**src/rtl/expr_recognizer_pkg.sv**
```systemverilog
// Shared types and ASCII constants for the streaming arithmetic-expression recognizer.
package expr_recognizer_pkg;

    typedef enum logic [1:0] {
        EXPECT,
        NUM,
        CLOSE,
        DEAD
    } state_t;

    typedef enum logic [2:0] {
        CLS_DIGIT,
        CLS_OP,
        CLS_LP,
        CLS_RP,
        CLS_SP,
        CLS_ILLEGAL
    } char_class_t;

    localparam logic [7:0] ASCII_0     = 8'h30;
    localparam logic [7:0] ASCII_9     = 8'h39;
    localparam logic [7:0] ASCII_PLUS  = 8'h2B;
    localparam logic [7:0] ASCII_MINUS = 8'h2D;
    localparam logic [7:0] ASCII_STAR  = 8'h2A;
    localparam logic [7:0] ASCII_LP    = 8'h28;
    localparam logic [7:0] ASCII_RP    = 8'h29;
    localparam logic [7:0] ASCII_SP    = 8'h20;

endpackage

```
**src/rtl/expr_recognizer_char_class.sv**
```systemverilog
// Combinational byte classifier; disabled features fall through to ILLEGAL.
module expr_char_class
    import expr_recognizer_pkg::*;
#(
    parameter int ALLOW_SUB   = 1,
    parameter int ALLOW_PAREN = 1
) (
    input  logic [7:0]  in,
    output char_class_t cls
);

    always_comb begin
        cls = CLS_ILLEGAL;
        if (in >= ASCII_0 && in <= ASCII_9) begin
            cls = CLS_DIGIT;
        end else if (in == ASCII_PLUS || in == ASCII_STAR) begin
            cls = CLS_OP;
        end else if (in == ASCII_MINUS && ALLOW_SUB != 0) begin
            cls = CLS_OP;
        end else if (in == ASCII_LP && ALLOW_PAREN != 0) begin
            cls = CLS_LP;
        end else if (in == ASCII_RP && ALLOW_PAREN != 0) begin
            cls = CLS_RP;
        end else if (in == ASCII_SP) begin
            cls = CLS_SP;
        end
    end

endmodule

```
**src/rtl/expr_recognizer.sv**
```systemverilog
// Byte-serial recognizer for infix expressions of decimal operands, + * - and parentheses.
// out/err/depth/nterms all come from flops and reflect bytes consumed up to the previous edge.
module expr_recognizer
    import expr_recognizer_pkg::*;
#(
    parameter int MAX_DIGITS  = 4,
    parameter int MAX_DEPTH   = 7,
    parameter int ALLOW_SUB   = 1,
    parameter int ALLOW_PAREN = 1
) (
    input  logic                           clk,
    input  logic                           clr,
    input  logic                           in_valid,
    input  logic [7:0]                     in,
    output logic                           out,
    output logic                           err,
    output logic [$clog2(MAX_DEPTH+1)-1:0] depth,
    output logic [7:0]                     nterms
);

    localparam int DW = $clog2(MAX_DEPTH + 1);
    localparam logic [DW-1:0] DEPTH_MAX  = DW'(MAX_DEPTH);
    localparam logic [3:0]    DIGITS_MAX = 4'(MAX_DIGITS);

    char_class_t    cls;
    state_t         state, state_nx;
    logic [3:0]     dcnt, dcnt_nx;
    logic [DW-1:0]  depth_nx;
    logic [7:0]     nterms_nx;
    logic           gap, gap_nx;
    logic           out_nx;

    expr_char_class #(
        .ALLOW_SUB   (ALLOW_SUB),
        .ALLOW_PAREN (ALLOW_PAREN)
    ) u_class (
        .in  (in),
        .cls (cls)
    );

    // gap remembers a space seen inside an operand, so a later digit cannot extend it
    always_comb begin
        state_nx  = state;
        dcnt_nx   = dcnt;
        depth_nx  = depth;
        nterms_nx = nterms;
        gap_nx    = gap;
        if (in_valid && state != DEAD && cls == CLS_SP) begin
            if (state == NUM) gap_nx = 1'b1;
        end else if (in_valid && state != DEAD) begin
            gap_nx   = 1'b0;
            state_nx = DEAD;
            unique case (state)
                EXPECT: begin
                    if (cls == CLS_DIGIT) begin
                        state_nx  = NUM;
                        dcnt_nx   = 4'd1;
                        nterms_nx = (nterms == 8'hFF) ? nterms : nterms + 8'd1;
                    end else if (cls == CLS_LP && depth < DEPTH_MAX) begin
                        state_nx = EXPECT;
                        depth_nx = depth + DW'(1);
                    end
                end
                NUM: begin
                    if (cls == CLS_DIGIT && !gap && dcnt < DIGITS_MAX) begin
                        state_nx = NUM;
                        dcnt_nx  = dcnt + 4'd1;
                    end else if (cls == CLS_OP) begin
                        state_nx = EXPECT;
                    end else if (cls == CLS_RP && depth != '0) begin
                        state_nx = CLOSE;
                        depth_nx = depth - DW'(1);
                    end
                end
                CLOSE: begin
                    if (cls == CLS_OP) begin
                        state_nx = EXPECT;
                    end else if (cls == CLS_RP && depth != '0) begin
                        state_nx = CLOSE;
                        depth_nx = depth - DW'(1);
                    end
                end
                default: state_nx = DEAD;
            endcase
        end
        out_nx = (state_nx == NUM || state_nx == CLOSE) && depth_nx == '0;
    end

    always_ff @(posedge clk or posedge clr) begin
        if (clr) begin
            state  <= EXPECT;
            dcnt   <= 4'd0;
            depth  <= '0;
            nterms <= 8'd0;
            gap    <= 1'b0;
            out    <= 1'b0;
        end else begin
            state  <= state_nx;
            dcnt   <= dcnt_nx;
            depth  <= depth_nx;
            nterms <= nterms_nx;
            gap    <= gap_nx;
            out    <= out_nx;
        end
    end

    assign err = (state == DEAD);

endmodule

```
**config.mk**
```make
export PLATFORM = sky130hd
export DESIGN_NAME = expr_recognizer
export DESIGN_NICKNAME = d
export VERILOG_FILES = /design/src/rtl/expr_recognizer_pkg.sv /design/src/rtl/expr_recognizer_char_class.sv /design/src/rtl/expr_recognizer.sv
export SDC_FILE = /design/constraint.sdc
export NUM_CORES = 1
export LEC_CHECK = 0
export ABC_AREA = 1
export CAP_MARGIN = 10
export CORE_UTILIZATION = 40
export CTS_CLUSTER_DIAMETER = 200
export DETAILED_ROUTE_END_ITERATION = 8
export DONT_BUFFER_PORTS = 1
export PLACE_DENSITY = 0.58
export SLEW_MARGIN = 5
export SYNTH_ARGS = -nofsm -noshare
export SYNTH_HDL_FRONTEND = slang
export SYNTH_SLANG_ARGS = --single-unit
```
**constraint.sdc**
```tcl
create_clock -name clk -period 1.5 [get_ports clk]
set_input_delay 0.375 -clock clk [delete_from_list [all_inputs] [get_ports clk]]
set_output_delay 0.375 -clock clk [all_outputs]
set_load 0.005 [all_outputs]
```
== After elaboration in Yosys (flattened, before gate mapping) ==
Cells that the tools add are included.

* Reductions and logical operators: 20
* $add $sub $neg: 4
* Eq/ne operators: 20
* $lt $le $gt $ge: 4
* Muxes and demuxes: 28
* Bitwise operators: 2

{| class="wikitable"
|+ Operators by type and width
! kind !! count
|-
| 8-bit by 6-bit equality test with 1-bit output, second input constant || 6
|-
| 3-bit two-way mux || 12
|-
| 2-bit two-way mux || 6
|-
| 5-bit AND reduction || 2
|-
| 3-bit case mux with 3 select lines || 1
|-
| 8-bit by 1-bit adder with 8-bit output, second input constant || 1
|-
| 8-bit equality test, second input constant || 1
|-
| 8-bit by 6-bit greater-or-equal comparator with 1-bit output, second input constant || 1
|-
| 8-bit by 6-bit less-or-equal comparator with 1-bit output, second input constant || 1
|-
| 1-bit logical AND || 8
|-
| 4-bit two-way mux || 2
|-
| 4-bit case mux with 2 select lines || 1
|-
| 2-bit equality test, second input constant || 3
|-
| 3-bit by 2-bit equality test with 1-bit output, second input constant || 2
|-
| 3-bit logical NOT || 2
|-
| 2-bit case mux with 3 select lines || 1
|-
| 1-bit two-way mux || 5
|-
| 4-bit by 1-bit adder with 4-bit output, second input constant || 1
|-
| 2-bit by 1-bit equality test with 1-bit output, second input constant || 2
|-
| 4-bit by 3-bit < comparator with 1-bit output, second input constant || 1
|-
| 2-bit by 1-bit inequality test with 1-bit output, second input constant || 2
|-
| 2-bit inequality test, second input constant || 2
|-
| 2-bit nonzero test || 2
|-
| 3-bit by 1-bit adder with 3-bit output, second input constant || 1
|-
| other kinds (10) || 12
|}

* Register bits after elaboration: 19
* Bits of input ports: 11
* Logic and storage cells: 84

== Logic depth before layout (Yosys ltp) ==
* Depth in word-level cells: 18
* Gate-level depth with buffers: 13
* Gate-level depth less buffers: 13

== Cells and area by module ==
Synthesis repeated with hierarchy kept, for this count alone.

* Cells, all modules: 185
* Area total of the unflattened synthesis: 1345.0 µm²

{| class="wikitable"
|+ By module, submodules not included
! module !! times used !! area an instance (µm²) !! seq. area each (µm²) !! cells each
|-
| expr_recognizer || 1 || 1223.7 || 475.5 || 155
|-
| expr_char_class || 1 || 121.4 || 0.0 || 30
|}

== Worst setup path after synthesis ==
No wires, ideal clock.

* Path kind: flip-flop to flip-flop
* From: register depth[0]
* To: register out
* Path slack: 0.028 ns
* Clock period less this slack: 1.472 ns
* Data required time: 1.383 ns
* Setup time: 0.117 ns
* Stages on the path, launching flop included: 14
* Data arrival time: 1.356 ns
* Path through: dfrtp_1 -> inv_1 -> ha_1 -> inv_1 -> nor2_1 -> o21bai_1 -> nor2_2 -> nand3_1 -> nand2_1 -> nand2_1 -> nand2_1 -> inv_2 -> nand2_1 -> nor2_1

* Elaborated cells between the ends (all ways): 27
* Classes of those cells: add/sub: 2; order compare: 1; eq/ne: 2; mux: 16; reduce/logical: 6

{| class="wikitable"
|+ RTL lines
! item !! RTL line !! text
|-
| start, declared || expr_recognizer.sv:17 || <nowiki>output logic [$clog2(MAX_DEPTH+1)-1:0] depth,</nowiki>
|-
| start signal, assigned || expr_recognizer.sv:100 || <nowiki>depth <= depth_nx;</nowiki>
|-
| parallel branches: the longest is 5 deep, another holds 3-bit by 1-bit subtractor with 3-bit output || - ||
|-
| 3-bit case mux with 3 select lines * || expr_recognizer.sv:53 || <nowiki>unique case (state)</nowiki>
|-
| 3-bit two-way mux * || expr_recognizer.sv:50 || <nowiki>end else if (in_valid && state != DEAD) begin</nowiki>
|-
| 3-bit two-way mux * || expr_recognizer.sv:48 || <nowiki>if (in_valid && state != DEAD && cls == CLS_SP) begin</nowiki>
|-
| named net depth_nx[2] || expr_recognizer.sv:28 || <nowiki>logic [DW-1:0] depth_nx;</nowiki>
|-
| 3-bit logical NOT * || expr_recognizer.sv:86 || <nowiki>out_nx = (state_nx == NUM || state_nx == CLOSE) && depth_nx == '0;</nowiki>
|-
| 1-bit logical AND * || expr_recognizer.sv:86 ||
|-
| named net out_nx || expr_recognizer.sv:31 || <nowiki>logic out_nx;</nowiki>
|-
| end signal, assigned || expr_recognizer.sv:103 || <nowiki>out <= out_nx;</nowiki>
|-
| end, declared || expr_recognizer.sv:15 || <nowiki>output logic out,</nowiki>
|}

Mark *: on every way through the listed nets, which the timed path passes.
A chain may end at the register's enable or synchronous reset.

== Worst setup path in the final report ==
* From: register depth[1]
* To: register out

The elaborated chain is that of the path after synthesis.

==> reports/metrics.yaml <==
postRouteAntennaNets: 0
grt_usage_pct: 16.3
timing.rr.end: "out"
post-place-ws_ns: -0.0405
initial_core_util_pct: 42.6
antenna_cells: 0
setup_tns_ns: -0.0148
worst_pin_slew_ns: 0.315
rsz0062_at_grt: "true"
clkTransAtPathRegs_ns: 0.11
cts_tree: "yes"
setup_violations: 1
synth_top_area_share_pct: 32.6
root_buffer: "clkbuf_4"
nets: 234
drtIter0Drc: 46
cap_violations: 0
cp-end-kind: "flop"
die_area_sq_mm: 0.00389
clock_latency_ns: 0.30
synth_edf_count: 0
dpl.hpwl_um: 2300
fin_skew_ns: 0.00599
overflow: 0
drive_gt1_share_pct: 44.2
htreeDepth: 1
r2r_slack_ns: -0.01
vias: 1242
io_pins: 24
drt-total-wl_um: 3010
syn_inst: 192
cts.sinks: 19
setup_ws_ns: -0.0148
wl_per_cell_um: 11.4
synth_ff_type: "dfrtp_1"
final.min_clock_period_ns: 1.51
synth_area_sq_mm: 0.00146
async_flop_share_pct: 100
hold_end: "gap"
yosysWarnings: 0
coreArea_sq_mm: 0.00342
place_congestion: 0.834
period_share_pct: 101
grt_max_degree: 20
top_usage_layer: "met2"
violations: "setup timing"
p_leak_uw: 0.000893
max_freq_mhz: 660
critPathArrivalTime_ns: 1.71
path_class: "reg2reg"
seq_area_frac_synth_pct: 32.6
ys_ff_latch: 19
holdCritPathClass: "in2reg"
status: "finished, violations left"
maxSlewViolCount: 0
min-delay-start: "in_valid"
syn_to_final_growth_pct: 24.0
dieWidth_um: 62.3
synth_common_cells: "nand2_1, inv_1, nor2_1, dfrtp_1, nand3_1"
reg2reg_from: "depth[1]"
start_kind: "flop"
reg2regPathDepth: 13
antenna_found_initial: 0
synth.most_common_cell: "nand2_1"
ir_worst_vdd_mv: 0.451
p_total_uw: 828
grt_first_pass_wirelength_um: 5090
syn_area_per_cell_sq_um: 7.59
critPathMaxFanout: 2
hold_violations: 0
grt_pass1_vias: 1240
via_per_inst: 4.72
die_h_um: 62.3
dr.pass1.iters: 4
numPortBuffers: 0
pwr_density_cell_mw_per_mm2: 458
core.rowCount: 21
synthesis.nets: 208
synth_area_leaders: "dfrtp_1, nand2_1, nor2_4"
hold_depth: 2
numCtsBuffers: 3
cts_buffer_depth: 2
maxSlewHeadroom_pct: 78.8
drc: 0
required_ns: 1.69
grt_use_met2_pct: 30.9
yosysUniqueCellTypes: 29
synth_top_cell_by_area: "dfrtp_1"
grt_use_met1_pct: 18.5
grt_use_met3_pct: 4.41
## area by class of cell
cell class,instances,area [sq um]
clock buffers,3,22.5
clock inverters,1,5.00
fillers,321,1610
inverters,35,131
multi-input cells,138,940
flip-flops and latches,19,478
well taps,46,57.6
repair buffers,21,171
## layer usage
layer | up-vias | part of all wire [%]
met2 | 20 | 51
met1 | 576 | 44
li1 | 642 | -
met4 | 0 | 1.1
met3 | 4 | 3.7
met5 | - | 0
## metrics by stage
step	util (%)	hold slack, ns	cells	cell area (sq um)
floorplan	-	0.326	192	1460
global placement	46.5	0.303	248	1590
detailed placement	46.5	0.311	248	1590
CTS	50.5	0.197	262	1730
global route	52.9	0.187	263	1810
finish	52.9	0.203	263	1810
## sequential cells by signal (all words and copies together) (netlist names)
name / flops
dcnt: 4
depth: 3
gap: 1
nterms: 8
out: 1
state: 2
## power by group
part	switching, uW	leakage, uW	internal, uW
sequential	0	0.000234	512
clock	160	0.0000177	99.2
combinational	40.3	0.000642	16.5
## placed cells by master (no fill, tap or decap)
cell,synthesis,layout
a21oi_1,2,2
mux2_4,0,2
clkbuf_4,0,3
nand4_1,2,2
nand2_2,13,16
o21bai_4,0,1
buf_4,0,17
o21a_1,1,1
nand4_4,1,1
buf_6,0,3
ha_4,0,1
nor4_1,1,1
clkinv_1,1,1
dfrtp_2,0,2
nand2_1,41,38
xor2_1,6,5
o21ai_1,1,1
nor2_2,5,9
nand2_4,3,3
nor3_1,1,1
o21ai_4,1,1
a22oi_2,1,1
dfrtp_1,19,17
nand3_2,2,4
and2_4,1,1
dlygate4sd3_1,0,1
clkinv_2,0,1
nor2_1,22,16
inv_1,22,18
nor2_4,8,10
nor3_4,1,2
ha_2,0,1
ha_1,5,3
o21ai_0,2,2
inv_2,12,16
nand3_1,14,12
xor2_2,0,1
## worst max-delay path by stage
| stage | start | endpoint | cells after the start |
|---|---|---|---|
| after floorplan | depth[0] | out | 13 |
| after global placement | nterms[0] | nterms[5] | 9 |
| after detailed placement | nterms[0] | nterms[5] | 9 |
| after CTS | nterms[0] | nterms[7] | 7 |
| after global routing | depth[1] | out | 13 |
| final | depth[1] | out | 13 |
## worst max-delay path, stage by stage (launching register included)
cell and delay, ns:
dfrtp_1 0.39, inv_2 0.07, ha_4 0.16, inv_2 0.06
nor2_4 0.04, o21bai_4 0.19, nor2_4 0.12, nand3_1 0.08
nand2_1 0.07, nand2_1 0.07, nand2_2 0.08, inv_2 0.03
nand2_1 0.05, nor2_1 0.04
## logic make-up after synthesis
logic type      synth area share, %
xor+xnor                       3.61
fa+ha+maj                      4.30
simple gates                   44.2
mux                            1.55
buf+inv                        9.02
compound gates                 4.73
flops                          32.6
## what timing repair did
item                                    4_1_cts  5_1_grt
resized for setup                            11       19
endpoints found under the hold margin        19        0
endpoints found under the setup margin        2       12
pin swaps                                    20       16
buffers inserted                              9        1
hold buffers                                  1        0
No activity file was read; power rests on OpenSTA's default activity.
